`src/rtl/datapath_gen2_if.sv`:
```
// Controller-to-datapath bundle: operand selects, load strobes, immediates and results.
// Latency: none (plain wires between controller and datapath).
// Backpressure: none on the bus itself; mul_busy/mul_done tell the controller when C is owned by the multiplier.
interface datapath_gen2_if #(
   parameter int W     = 16,
   parameter int NREGS = 8,
   parameter int PCW   = 8
);
   localparam int RA = $clog2(NREGS);

   logic          write;
   logic [RA-1:0] writenum;
   logic [RA-1:0] readA;
   logic [RA-1:0] readB;
   logic          loada;
   logic          loadb;
   logic          loadc;
   logic          loads;
   logic          asel;
   logic          bsel;
   logic [1:0]    vsel;
   logic [1:0]    ALUop;
   logic [1:0]    shift;
   logic [PCW-1:0] PC;
   logic [W-1:0]  mdata;
   logic [W-1:0]  sximm5;
   logic [W-1:0]  sximm8;
   logic          mul_start;
   logic          mul_busy;
   logic          mul_done;
   logic [W-1:0]  datapath_out;
   logic [2:0]    Z_out;

   // controller side
   modport master (
      output write, writenum, readA, readB, loada, loadb, loadc, loads,
      output asel, bsel, vsel, ALUop, shift, PC, mdata, sximm5, sximm8, mul_start,
      input  mul_busy, mul_done, datapath_out, Z_out
   );

   // datapath side
   modport slave (
      input  write, writenum, readA, readB, loada, loadb, loadc, loads,
      input  asel, bsel, vsel, ALUop, shift, PC, mdata, sximm5, sximm8, mul_start,
      output mul_busy, mul_done, datapath_out, Z_out
   );
endinterface

```
`src/rtl/datapath_gen2.sv`:
```
// CPU datapath: regfile, shifter, ALU, A/B/C/status registers, optional shift-add multiplier (DATAPATH_GEN2_MUL_EN).
// Latency: regfile write and A/B/C/status loads take one clock; a multiply takes W+1 clocks from mul_start to mul_done.
// Backpressure: while the multiplier owns C (busy or done cycle) loadc, loads and mul_start are ignored.
module datapath_gen2 #(
   parameter int W     = 16,
   parameter int NREGS = 8,
   parameter int PCW   = 8
) (
   input logic clk,
   input logic reset,
   datapath_gen2_if.slave dp
);
   localparam int RA = $clog2(NREGS);

   logic [W-1:0] regs [NREGS];
   logic [W-1:0] reg_a;
   logic [W-1:0] reg_b;
   logic [W-1:0] reg_c;
   logic [2:0]   status;

   logic [W-1:0] read_a;
   logic [W-1:0] read_b;
   logic [W-1:0] wb_data;
   logic [W-1:0] sh_out;
   logic [W-1:0] alu_a;
   logic [W-1:0] alu_b;
   logic [W-1:0] alu_res;
   logic         alu_v;

   // multiplier hooks into the C/status update path
   logic         mul_wr;
   logic         mul_block;
   logic [W-1:0] mul_prod;

   // combinational reads; a same-cycle write is not forwarded
   assign read_a = regs[dp.readA];
   assign read_b = regs[dp.readB];

   // write-back source selection
   always_comb begin
      wb_data = reg_c;
      case (dp.vsel)
         2'b00:   wb_data = reg_c;
         2'b01:   wb_data = W'(dp.PC);
         2'b10:   wb_data = dp.sximm8;
         default: wb_data = dp.mdata;
      endcase
   end

   // register file: synchronous write, cleared on reset
   always_ff @(posedge clk or posedge reset) begin
      if (reset) begin
         for (int i = 0; i < NREGS; i++) regs[i] <= '0;
      end else if (dp.write) begin
         regs[dp.writenum] <= wb_data;
      end
   end

   // operand registers A and B
   always_ff @(posedge clk or posedge reset) begin
      if (reset) begin
         reg_a <= '0;
         reg_b <= '0;
      end else begin
         if (dp.loada) reg_a <= read_a;
         if (dp.loadb) reg_b <= read_b;
      end
   end

   // shifter on register B
   always_comb begin
      sh_out = reg_b;
      case (dp.shift)
         2'b00:   sh_out = reg_b;
         2'b01:   sh_out = {reg_b[W-2:0], 1'b0};
         2'b10:   sh_out = {1'b0, reg_b[W-1:1]};
         default: sh_out = {reg_b[W-1], reg_b[W-1:1]};
      endcase
   end

   assign alu_a = dp.asel ? '0 : reg_a;
   assign alu_b = dp.bsel ? dp.sximm5 : sh_out;

   // ALU with signed-overflow detection from operand/result sign bits
   always_comb begin
      alu_res = '0;
      alu_v   = 1'b0;
      case (dp.ALUop)
         2'b00: begin
            alu_res = alu_a + alu_b;
            alu_v   = (alu_a[W-1] == alu_b[W-1]) && (alu_res[W-1] != alu_a[W-1]);
         end
         2'b01: begin
            alu_res = alu_a - alu_b;
            alu_v   = (alu_a[W-1] != alu_b[W-1]) && (alu_res[W-1] != alu_a[W-1]);
         end
         2'b10:   alu_res = alu_a & alu_b;
         default: alu_res = ~alu_b;
      endcase
   end

   // result register C and {V,N,Z} status; the multiplier write takes priority
   always_ff @(posedge clk or posedge reset) begin
      if (reset) begin
         reg_c  <= '0;
         status <= '0;
      end else if (mul_wr) begin
         reg_c  <= mul_prod;
         status <= {1'b0, mul_prod[W-1], (mul_prod == '0)};
      end else begin
         if (dp.loadc && !mul_block) reg_c  <= alu_res;
         if (dp.loads && !mul_block) status <= {alu_v, alu_res[W-1], (alu_res == '0)};
      end
   end

`ifdef DATAPATH_GEN2_MUL_EN
   localparam int CW = $clog2(W + 1);

   typedef enum logic [1:0] {IDLE, RUN, DONE} mul_state_t;

   mul_state_t   state;
   mul_state_t   state_nxt;
   logic [CW-1:0] count;
   logic [W-1:0] mcand;
   logic [W-1:0] mplier;
   logic [W-1:0] acc;
   logic [W-1:0] step_sum;

   // one partial product per RUN cycle, only low W bits are ever kept
   assign step_sum = mplier[0] ? (acc + mcand) : acc;
   assign mul_prod = step_sum;

   // state register
   always_ff @(posedge clk or posedge reset) begin
      if (reset) state <= IDLE;
      else       state <= state_nxt;
   end

   // next state and handshake outputs
   always_comb begin
      state_nxt = state;
      mul_wr    = 1'b0;
      mul_block = 1'b0;
      case (state)
         IDLE: begin
            if (dp.mul_start) state_nxt = RUN;
         end
         RUN: begin
            mul_block = 1'b1;
            if (count == CW'(1)) begin
               mul_wr    = 1'b1;
               state_nxt = DONE;
            end
         end
         default: begin
            mul_block = 1'b1;
            state_nxt = IDLE;
         end
      endcase
   end

   // shift-add operand and accumulator registers
   always_ff @(posedge clk or posedge reset) begin
      if (reset) begin
         count  <= '0;
         mcand  <= '0;
         mplier <= '0;
         acc    <= '0;
      end else if (state == IDLE) begin
         if (dp.mul_start) begin
            mcand  <= alu_a;
            mplier <= alu_b;
            acc    <= '0;
            count  <= CW'(W);
         end
      end else if (state == RUN) begin
         acc    <= step_sum;
         mcand  <= {mcand[W-2:0], 1'b0};
         mplier <= {1'b0, mplier[W-1:1]};
         count  <= count - CW'(1);
      end
   end

   assign dp.mul_busy = (state == RUN);
   assign dp.mul_done = (state == DONE);
`else
   logic mul_start_unused;

   assign mul_start_unused = dp.mul_start;
   assign mul_wr           = 1'b0;
   assign mul_block        = 1'b0;
   assign mul_prod         = '0;
   assign dp.mul_busy      = 1'b0;
   assign dp.mul_done      = 1'b0;
`endif

   assign dp.datapath_out = reg_c;
   assign dp.Z_out        = status;
endmodule

```
`src/flat_wrapper.sv`:
```
// flat-port wrapper written by rule: the top's interface ports become plain ports
module datapath_gen2_flat 
#(
   parameter int W     = 16,
   parameter int NREGS = 8,
   parameter int PCW   = 8
)
  (clk, reset, dp_write, dp_writenum, dp_readA, dp_readB, dp_loada, dp_loadb, dp_loadc, dp_loads, dp_asel, dp_bsel, dp_vsel, dp_ALUop, dp_shift, dp_PC, dp_mdata, dp_sximm5, dp_sximm8, dp_mul_start, dp_mul_busy, dp_mul_done, dp_datapath_out, dp_Z_out);
  datapath_gen2_if #(.W(W), .NREGS(NREGS), .PCW(PCW)) dp_i ();
  input logic clk;
  input logic reset;
  input wire logic [$bits(dp_i.write)-1:0] dp_write;
  input wire logic [$bits(dp_i.writenum)-1:0] dp_writenum;
  input wire logic [$bits(dp_i.readA)-1:0] dp_readA;
  input wire logic [$bits(dp_i.readB)-1:0] dp_readB;
  input wire logic [$bits(dp_i.loada)-1:0] dp_loada;
  input wire logic [$bits(dp_i.loadb)-1:0] dp_loadb;
  input wire logic [$bits(dp_i.loadc)-1:0] dp_loadc;
  input wire logic [$bits(dp_i.loads)-1:0] dp_loads;
  input wire logic [$bits(dp_i.asel)-1:0] dp_asel;
  input wire logic [$bits(dp_i.bsel)-1:0] dp_bsel;
  input wire logic [$bits(dp_i.vsel)-1:0] dp_vsel;
  input wire logic [$bits(dp_i.ALUop)-1:0] dp_ALUop;
  input wire logic [$bits(dp_i.shift)-1:0] dp_shift;
  input wire logic [$bits(dp_i.PC)-1:0] dp_PC;
  input wire logic [$bits(dp_i.mdata)-1:0] dp_mdata;
  input wire logic [$bits(dp_i.sximm5)-1:0] dp_sximm5;
  input wire logic [$bits(dp_i.sximm8)-1:0] dp_sximm8;
  input wire logic [$bits(dp_i.mul_start)-1:0] dp_mul_start;
  output wire logic [$bits(dp_i.mul_busy)-1:0] dp_mul_busy;
  output wire logic [$bits(dp_i.mul_done)-1:0] dp_mul_done;
  output wire logic [$bits(dp_i.datapath_out)-1:0] dp_datapath_out;
  output wire logic [$bits(dp_i.Z_out)-1:0] dp_Z_out;
  assign dp_i.write = dp_write;
  assign dp_i.writenum = dp_writenum;
  assign dp_i.readA = dp_readA;
  assign dp_i.readB = dp_readB;
  assign dp_i.loada = dp_loada;
  assign dp_i.loadb = dp_loadb;
  assign dp_i.loadc = dp_loadc;
  assign dp_i.loads = dp_loads;
  assign dp_i.asel = dp_asel;
  assign dp_i.bsel = dp_bsel;
  assign dp_i.vsel = dp_vsel;
  assign dp_i.ALUop = dp_ALUop;
  assign dp_i.shift = dp_shift;
  assign dp_i.PC = dp_PC;
  assign dp_i.mdata = dp_mdata;
  assign dp_i.sximm5 = dp_sximm5;
  assign dp_i.sximm8 = dp_sximm8;
  assign dp_i.mul_start = dp_mul_start;
  assign dp_mul_busy = dp_i.mul_busy;
  assign dp_mul_done = dp_i.mul_done;
  assign dp_datapath_out = dp_i.datapath_out;
  assign dp_Z_out = dp_i.Z_out;
  datapath_gen2 #(.W(W), .NREGS(NREGS), .PCW(PCW)) u_core (.clk(clk), .reset(reset), .dp(dp_i));
endmodule
```
`config.mk`:
```
export PLATFORM = sky130hd
export DESIGN_NAME = datapath_gen2_flat
export DESIGN_NICKNAME = d
export VERILOG_FILES = /design/src/rtl/datapath_gen2_if.sv /design/src/rtl/datapath_gen2.sv /design/src/flat_wrapper.sv
export SDC_FILE = /design/constraint.sdc
export NUM_CORES = 1
export LEC_CHECK = 0
export CAP_MARGIN = 25
export CORE_MARGIN = 2
export CORE_UTILIZATION = 35
export CTS_BUF_LIST = sky130_fd_sc_hd__clkbuf_8
export DETAILED_ROUTE_END_ITERATION = 12
export DONT_BUFFER_PORTS = 1
export SLEW_MARGIN = 20
export SYNTH_ARGS = -nofsm -noshare
export SYNTH_HDL_FRONTEND = slang
export SYNTH_SLANG_ARGS = --single-unit
```
`constraint.sdc`:
```
create_clock -name clk -period 13.8 [get_ports clk]
set_clock_uncertainty 0.05 [all_clocks]
set_input_delay 2.76 -clock clk [delete_from_list [all_inputs] [get_ports clk]]
set_output_delay 2.76 -clock clk [all_outputs]
set_load 0.1 [all_outputs]
```
==> run_results.csv, run 1 <==
group,metric,value,unit
route,antenna_left,0,
cells_and_area,fin_nets,1125,
yosys,synth_edf_count,0,
critical_path,r2r_cells,14,
yosys,synth.cell_area,11300,um^2
critical_path,crit_fanout,15,
sta,finalMaxSlewViolations,0,
yosys,ys_ff_latch,179,
clocking,insertion_delay,0.46,ns
cells_and_area,nFillCells,3057,
sta,slew-limit-headroom,0.305,
clocking,cts_tree,"yes",
die,die_w,184,um
cells_and_area,fin_util,0.383,
critical_path,r2r_slack,9.42,ns
sta,hold_viol_final,0,
sta,finalSetupViolCount,0,
clocking,cts.path.max_buffers,2,
power,power_density,148,nW/um^2
critical_path,r2r-end,"u_core.dp.Z_out[0]",
sta,rsz0062_at_grt,"no",
route,drt_iter0_drc,508,
cells_and_area,drive_above_1_share,0.218,
clocking,cts-root-buf,"clkbuf_8",
yosys,ys_warn_count,0,
clocking,cts-buffers-inserted,17,
global_routing,grt_pass1_vias,7972,
sta,min_period,6.46,ns
critical_path,slowest_delay,0.54,ns
die,dieArea,33700,um^2
yosys,synth.distinct_cells,67,
clocking,post_cts_buffers,0,
critical_path,path_class,"input pin to register",
hold_path,whs_path_depth,2,
critical_path,cp_slowest_cell,"a2111oi_0",
placed_design,dp_slack,6.89,ns
placed_design,numPortBuffers,0,
route,wl,30000,um
global_routing,grt_max_degree,105,
critical_path,cp-end-kind,"register",
sta,fin_crit_sh,0.468,
yosys,synth-main-ff-cell,"dfrtp_1",
critical_path,timing.rr.start,"u_core.reg_b[0]",
hold_path,hp-class,"register to register",
power,p_total,1800,uW
placed_design,gp_congestion,0.885,
hold_path,hold_start,"u_core.regs[78]",
critical_path,crit_chain,"inv_2, nor2_1, nor2_1, ha_1, inv_1, fa_1, mux2i_1, xnor2_1, o22ai_1, a31oi_1, a2111oi_0, nand4_1, or4_1, or4_1, o32ai_2",
route,vias_per_cell,5.65,
global_routing,globalRoute.totalOverflow,0,
status,status,"finished clean",
sta,tightest_slew,1.04,ns
hold_path,min_to,"u_core.regs[78]",
critical_path,arrival,6.79,ns
critical_path,crit_buf_inv,2,
job,drv_cap,0,
die,row_count,65,
route,drt_pass1_iterations,5,
die,core-area,31600,um^2
cells_and_area,area_growth,7.42,%
critical_path,cp-start-kind,"input pin",
clocking,htree_levels,4,
global_routing,grt.total_usage,0.180,
yosys,syn_inst,1049,
route,num_vias,8058,
clocking,cts.sinks,179,
placed_design,dp.cells,1389,
route,wl_per_cell,21.0,um
sta,fin_tns_setup,0,ns
yosys,synth_seq_area_share,0.397,
power,p_leak,0.00506,uW
route,drc,0,
die,io-pin-count,102,
die,fp.dieH,184,um
critical_path,critPathRequiredTime,14.13,ns
clocking,ctsResizeCount,0,
power,ir_drop,0.0693,mV
global_routing,antenna_found_initial,0,
die,initial_core_util,0.357,
yosys,avgSynthCellArea,10.8,um^2
sta,worst_slack,7.34,ns
sta,clock.fmax,0.155,GHz
clocking,clkTransAtPathRegs,0.10,ns
yosys,synthArstFlopShare,1.00,
cells_and_area,final_cells,1426,
critical_path,path_delay_family,"simple AND/OR/NAND/NOR gates",
clocking,cts_hold_buf,0,
placed_design,hpwl,20900,um
global_routing,grt_pass1_wl,46200,um
how the worst max path moves through the flow:
stage,start,endpoint,cells past startpoint
floorplan,reset,u_core.dp.Z_out[0],1
global placement,dp_bsel,u_core.dp.Z_out[0],15
detailed placement,dp_bsel,u_core.dp.Z_out[0],15
CTS,dp_bsel,u_core.dp.Z_out[0],15
global route,dp_bsel,u_core.dp.Z_out[0],15
finish,dp_bsel,u_core.dp.Z_out[0],15
stage by stage:
stage	hold WS (ns)	instance area [um^2]
after detailed placement	0.437	11600
after global routing	0.479	12100
after CTS	0.457	12000
final	0.451	12100
after global placement	0.424	11600
after floorplan	0.411	11300
where the power goes:
group / leakage, uW / total [uW] / internal (uW) / switching [uW]
clock: 0.000199 / 366 / 168 / 198
sequential: 0.00215 / 865 / 656 / 209
combinational: 0.00272 / 566 / 292 / 273
worst min-delay path, stage by stage, from the launching register on:
cell	delay (ns)
dfrtp_1	0.36
nand2_1	0.05
o21ai_0	0.06
area by class of cell:
type / count / area, um^2 / share of cell area
inverters: 40 / 155 / 0.0128
clock buffers: 18 / 248 / 0.0204
clock inverters: 14 / 155 / 0.0128
diodes: 1 / 2.50 / 0.000206
well taps: 402 / 503 / 0.0415
flip-flops and latches: 179 / 4480 / 0.369
repair buffers: 15 / 200 / 0.0165
multi-input cells: 757 / 6390 / 0.527
cell usage in the layout, fill, tap and decap left out, types with 4 or more instances in the layout:
cell	instances
inv_1	38
clkinv_4	4
nand3_1	11
nand2_1	68
mux2_2	86
nor2_1	105
buf_4	9
o211ai_1	8
mux4_2	72
or4_1	4
nand4b_1	4
a22oi_1	9
buf_16	4
nand2b_1	11
nand4_1	4
nor3_1	11
mux2i_1	63
a21o_1	6
a21oi_1	93
clkbuf_8	18
a211oi_1	4
xnor2_1	11
dfrtp_1	179
a31oi_1	5
o21ai_0	73
ha_1	32
nor2b_1	20
Yosys cell counts (11+ instances only):
master    count  area share
dfrtp_1     179        0.40
mux2i_1      63       0.056
mux4_2       72        0.14
clkbuf_1     49       0.016
nand2_1      68       0.023
mux2_2       86       0.086
buf_1        14      0.0047
nor3_1       13      0.0058
nand2b_1     11      0.0061
ha_1         32       0.035
nor2b_1      20       0.011
nand3_1      11      0.0049
o21ai_0      73       0.032
a21oi_1      93       0.041
xnor2_1      11      0.0085
inv_1        38       0.013
nor2_1      105       0.035
flip-flops by register name, indices dropped and copies added, names as in the netlist:
signal,count
u_core.regs,128
u_core.dp.datapath_out,16
u_core.reg_a,16
u_core.reg_b,16
u_core.dp.Z_out,3
routing by layer:
layer,GRT usage,vias to the layer above,share of wire
met2,0.312,181,0.50
met1,0.226,4081,0.43
met4,0.0592,0,0.022
met5,0,-,0
met3,0.0374,40,0.048
li1,-,3756,-
kinds of logic (layout without fill, tap and decap cells):
logic type                 after synthesis  count (layout)  share of synthesized area
DFF                                    179             179                      0.397
xor gates and xnor gates                12              12                    0.00931
muxes                                  221             221                      0.285
other                                    1               3                   0.000332
adders and majority gates               34              34                     0.0390
AOI/OAI and AO/OA                      234             234                      0.126
and+or+nand+nor                        254             254                      0.103
buffers and inverters                  114              87                     0.0398
No activity file was read; power rests on OpenSTA's default activity.
==> run 2, diff against run 1 <==
Clock period 13.8 ns to 5.2 ns, I/O delays scaled along.
==> run 2 against run 1 <==
Clock-buffer cell count is 1 higher. Final area down 0.72%. Flip-flop and latch count stayed put. Largest power group unchanged. Global-route usage up 0.091 points. Core utilization is 0.28 points lower. Sequential share of layout area up 0.27 points. Final cell count fell by 0.14%. Register-to-register slack got worse by 8.5 ns. Power grew to 2.6 times the previous value. Die area is the same. Non-clock buffer count stayed put. Critical path type unchanged. Hold slack improved by 0.0058 ns.
==> run_results.csv, run 2 (synthesized netlist as in run 1, its figures left out) <==
group,metric,value,unit
sta,hold_viol_final,0,
die,initial_core_util,0.357,
sta,finalMaxSlewViolations,0,
route,vias_per_cell,5.68,
route,drc,0,
clocking,cts-root-buf,"clkbuf_8",
power,ir_drop,0.161,mV
global_routing,use_met1,0.235,
clocking,clkTransAtPathRegs,0.09,ns
clocking,cts.path.max_buffers,2,
clocking,htree_levels,4,
die,fp.dieH,184,um
die,io-pin-count,102,
sta,min_period,4.46,ns
critical_path,arrival,4.78,ns
cells_and_area,largest_reg_flops,128,
global_routing,antenna_found_initial,0,
placed_design,hpwl,21000,um
hold_path,hp-class,"register to register",
status,status,"finished clean",
placed_design,dp_slack,0.291,ns
global_routing,gr-max-usage-layer,"met2",
global_routing,met3_usage,0.0301,
critical_path,path_delay_family,"simple AND/OR/NAND/NOR gates",
die,row_count,65,
cells_and_area,fin_nets,1125,
clocking,post_cts_buffers,0,
global_routing,globalRoute.totalOverflow,0,
sta,rsz0062_at_grt,"no",
clocking,cts_hold_buf,0,
clocking,insertion_delay,0.47,ns
critical_path,crit_buf_inv,2,
sta,fin_tns_setup,0,ns
global_routing,grt_pass1_wl,46500,um
cells_and_area,top_register,"u_core.regs",
route,drt_pass1_iterations,7,
power,p_total,4740,uW
sta,worst_slack,0.739,ns
route,wl_per_cell,21.1,um
critical_path,path_class,"input pin to register",
global_routing,grt_pass1_vias,7926,
sta,slew-limit-headroom,0.260,
clocking,cts.sinks,179,
critical_path,crit_chain,"inv_2, nor2_1, nor2_1, ha_1, inv_1, fa_1, nor2b_1, o211ai_1, a21boi_0, and4bb_2, nor2_1, a311oi_1, or4_1, or4_1, o32ai_2",
clocking,cts_tree,"yes",
critical_path,cp-start-kind,"input pin",
critical_path,slowest_delay,0.56,ns
sta,fin_crit_sh,0.858,
critical_path,critPathRequiredTime,5.52,ns
die,core-area,31600,um^2
sta,tightest_slew,1.11,ns
route,wl,30000,um
sta,holdWs,0.457,ns
cells_and_area,antenna_cells,0,
clocking,cts-buffers-inserted,17,
global_routing,grt.total_usage,0.181,
sta,finalSetupViolCount,0,
critical_path,crit_fanout,6,
sta,clock.fmax,0.224,GHz
power,p_leak,0.00502,uW
clocking,ctsResizeCount,0,
cells_and_area,area_growth,6.65,%
job,drv_cap,0,
global_routing,gr-usage-met2,0.311,
cells_and_area,final_cell_mix,"179 x dfrtp_1, 105 x nor2_1, 93 x a21oi_1",
placed_design,gp_congestion,0.867,
route,antenna_left,0,
power,power_density,393,nW/um^2
die,dieArea,33700,um^2
cells_and_area,final_common_cell,"dfrtp_1",
route,drt_iter0_drc,555,
cells_and_area,drive_above_1_share,0.218,
global_routing,grt_max_degree,180,
die,die_w,184,um
placed_design,numPortBuffers,0,
route,num_vias,8095,
critical_path,cp_slowest_cell,"or4_1",
critical_path,cp-end-kind,"register",
critical_path,crit_top_cell,"nor2_1",
run 2: final cells by class:
type	instances	area (um^2)
fillers	3078	19600
multi-input cells	757	6390
flip-flops and latches	179	4480
well taps	402	503
clock buffers	19	262
inverters	40	154
clock inverters	12	133
repair buffers	15	125
run 2: worst min-delay path: cells and delay by family (launching register included):
kind            cells  cell delay [ns]
simple gates        1             0.05
compound gates      1             0.06
flops               1             0.37
run 2: worst paths after layout:
kind | start | endpoint | slack (ns) | depth (start not counted)
hold reg to reg | u_core.regs[40] | u_core.regs[40] | 0.46 | 2
setup reg to reg | u_core.reg_b[1] | u_core.dp.Z_out[0] | 0.94 | 14
setup / recovery | dp_bsel | u_core.dp.Z_out[0] | 0.74 | 15
min in group asynchronous | reset | u_core.regs[50] | 0.59 | 2
hold / removal | u_core.regs[40] | u_core.regs[40] | 0.46 | 2
max in group asynchronous | reset | u_core.regs[106] | 3.64 | 2
run 2: through the flow:
stage	util	std cells	cell area, um^2
floorplan	-	1050	11300
detailed placement	0.368	1393	11600
global route	0.381	1424	12000
CTS	0.381	1424	12000
finish	0.381	1424	12000
global placement	0.368	1393	11600
run 2: layer usage:
| layer | part of all wire | vias up |
|---|---|---|
| met2 | 0.50 | 204 |
| met1 | 0.43 | 4102 |
| met4 | 0.020 | 0 |
| li1 | - | 3753 |
| met3 | 0.048 | 36 |
| met5 | 0 | - |
run 2: power breakdown:
group          total [uW]  switching [uW]  internal [uW]  leakage, uW
logic                1460             700            761      0.00268
clock network         953             503            450     0.000194
registers            2320             581           1740      0.00215
total                4740            1780           2950      0.00502
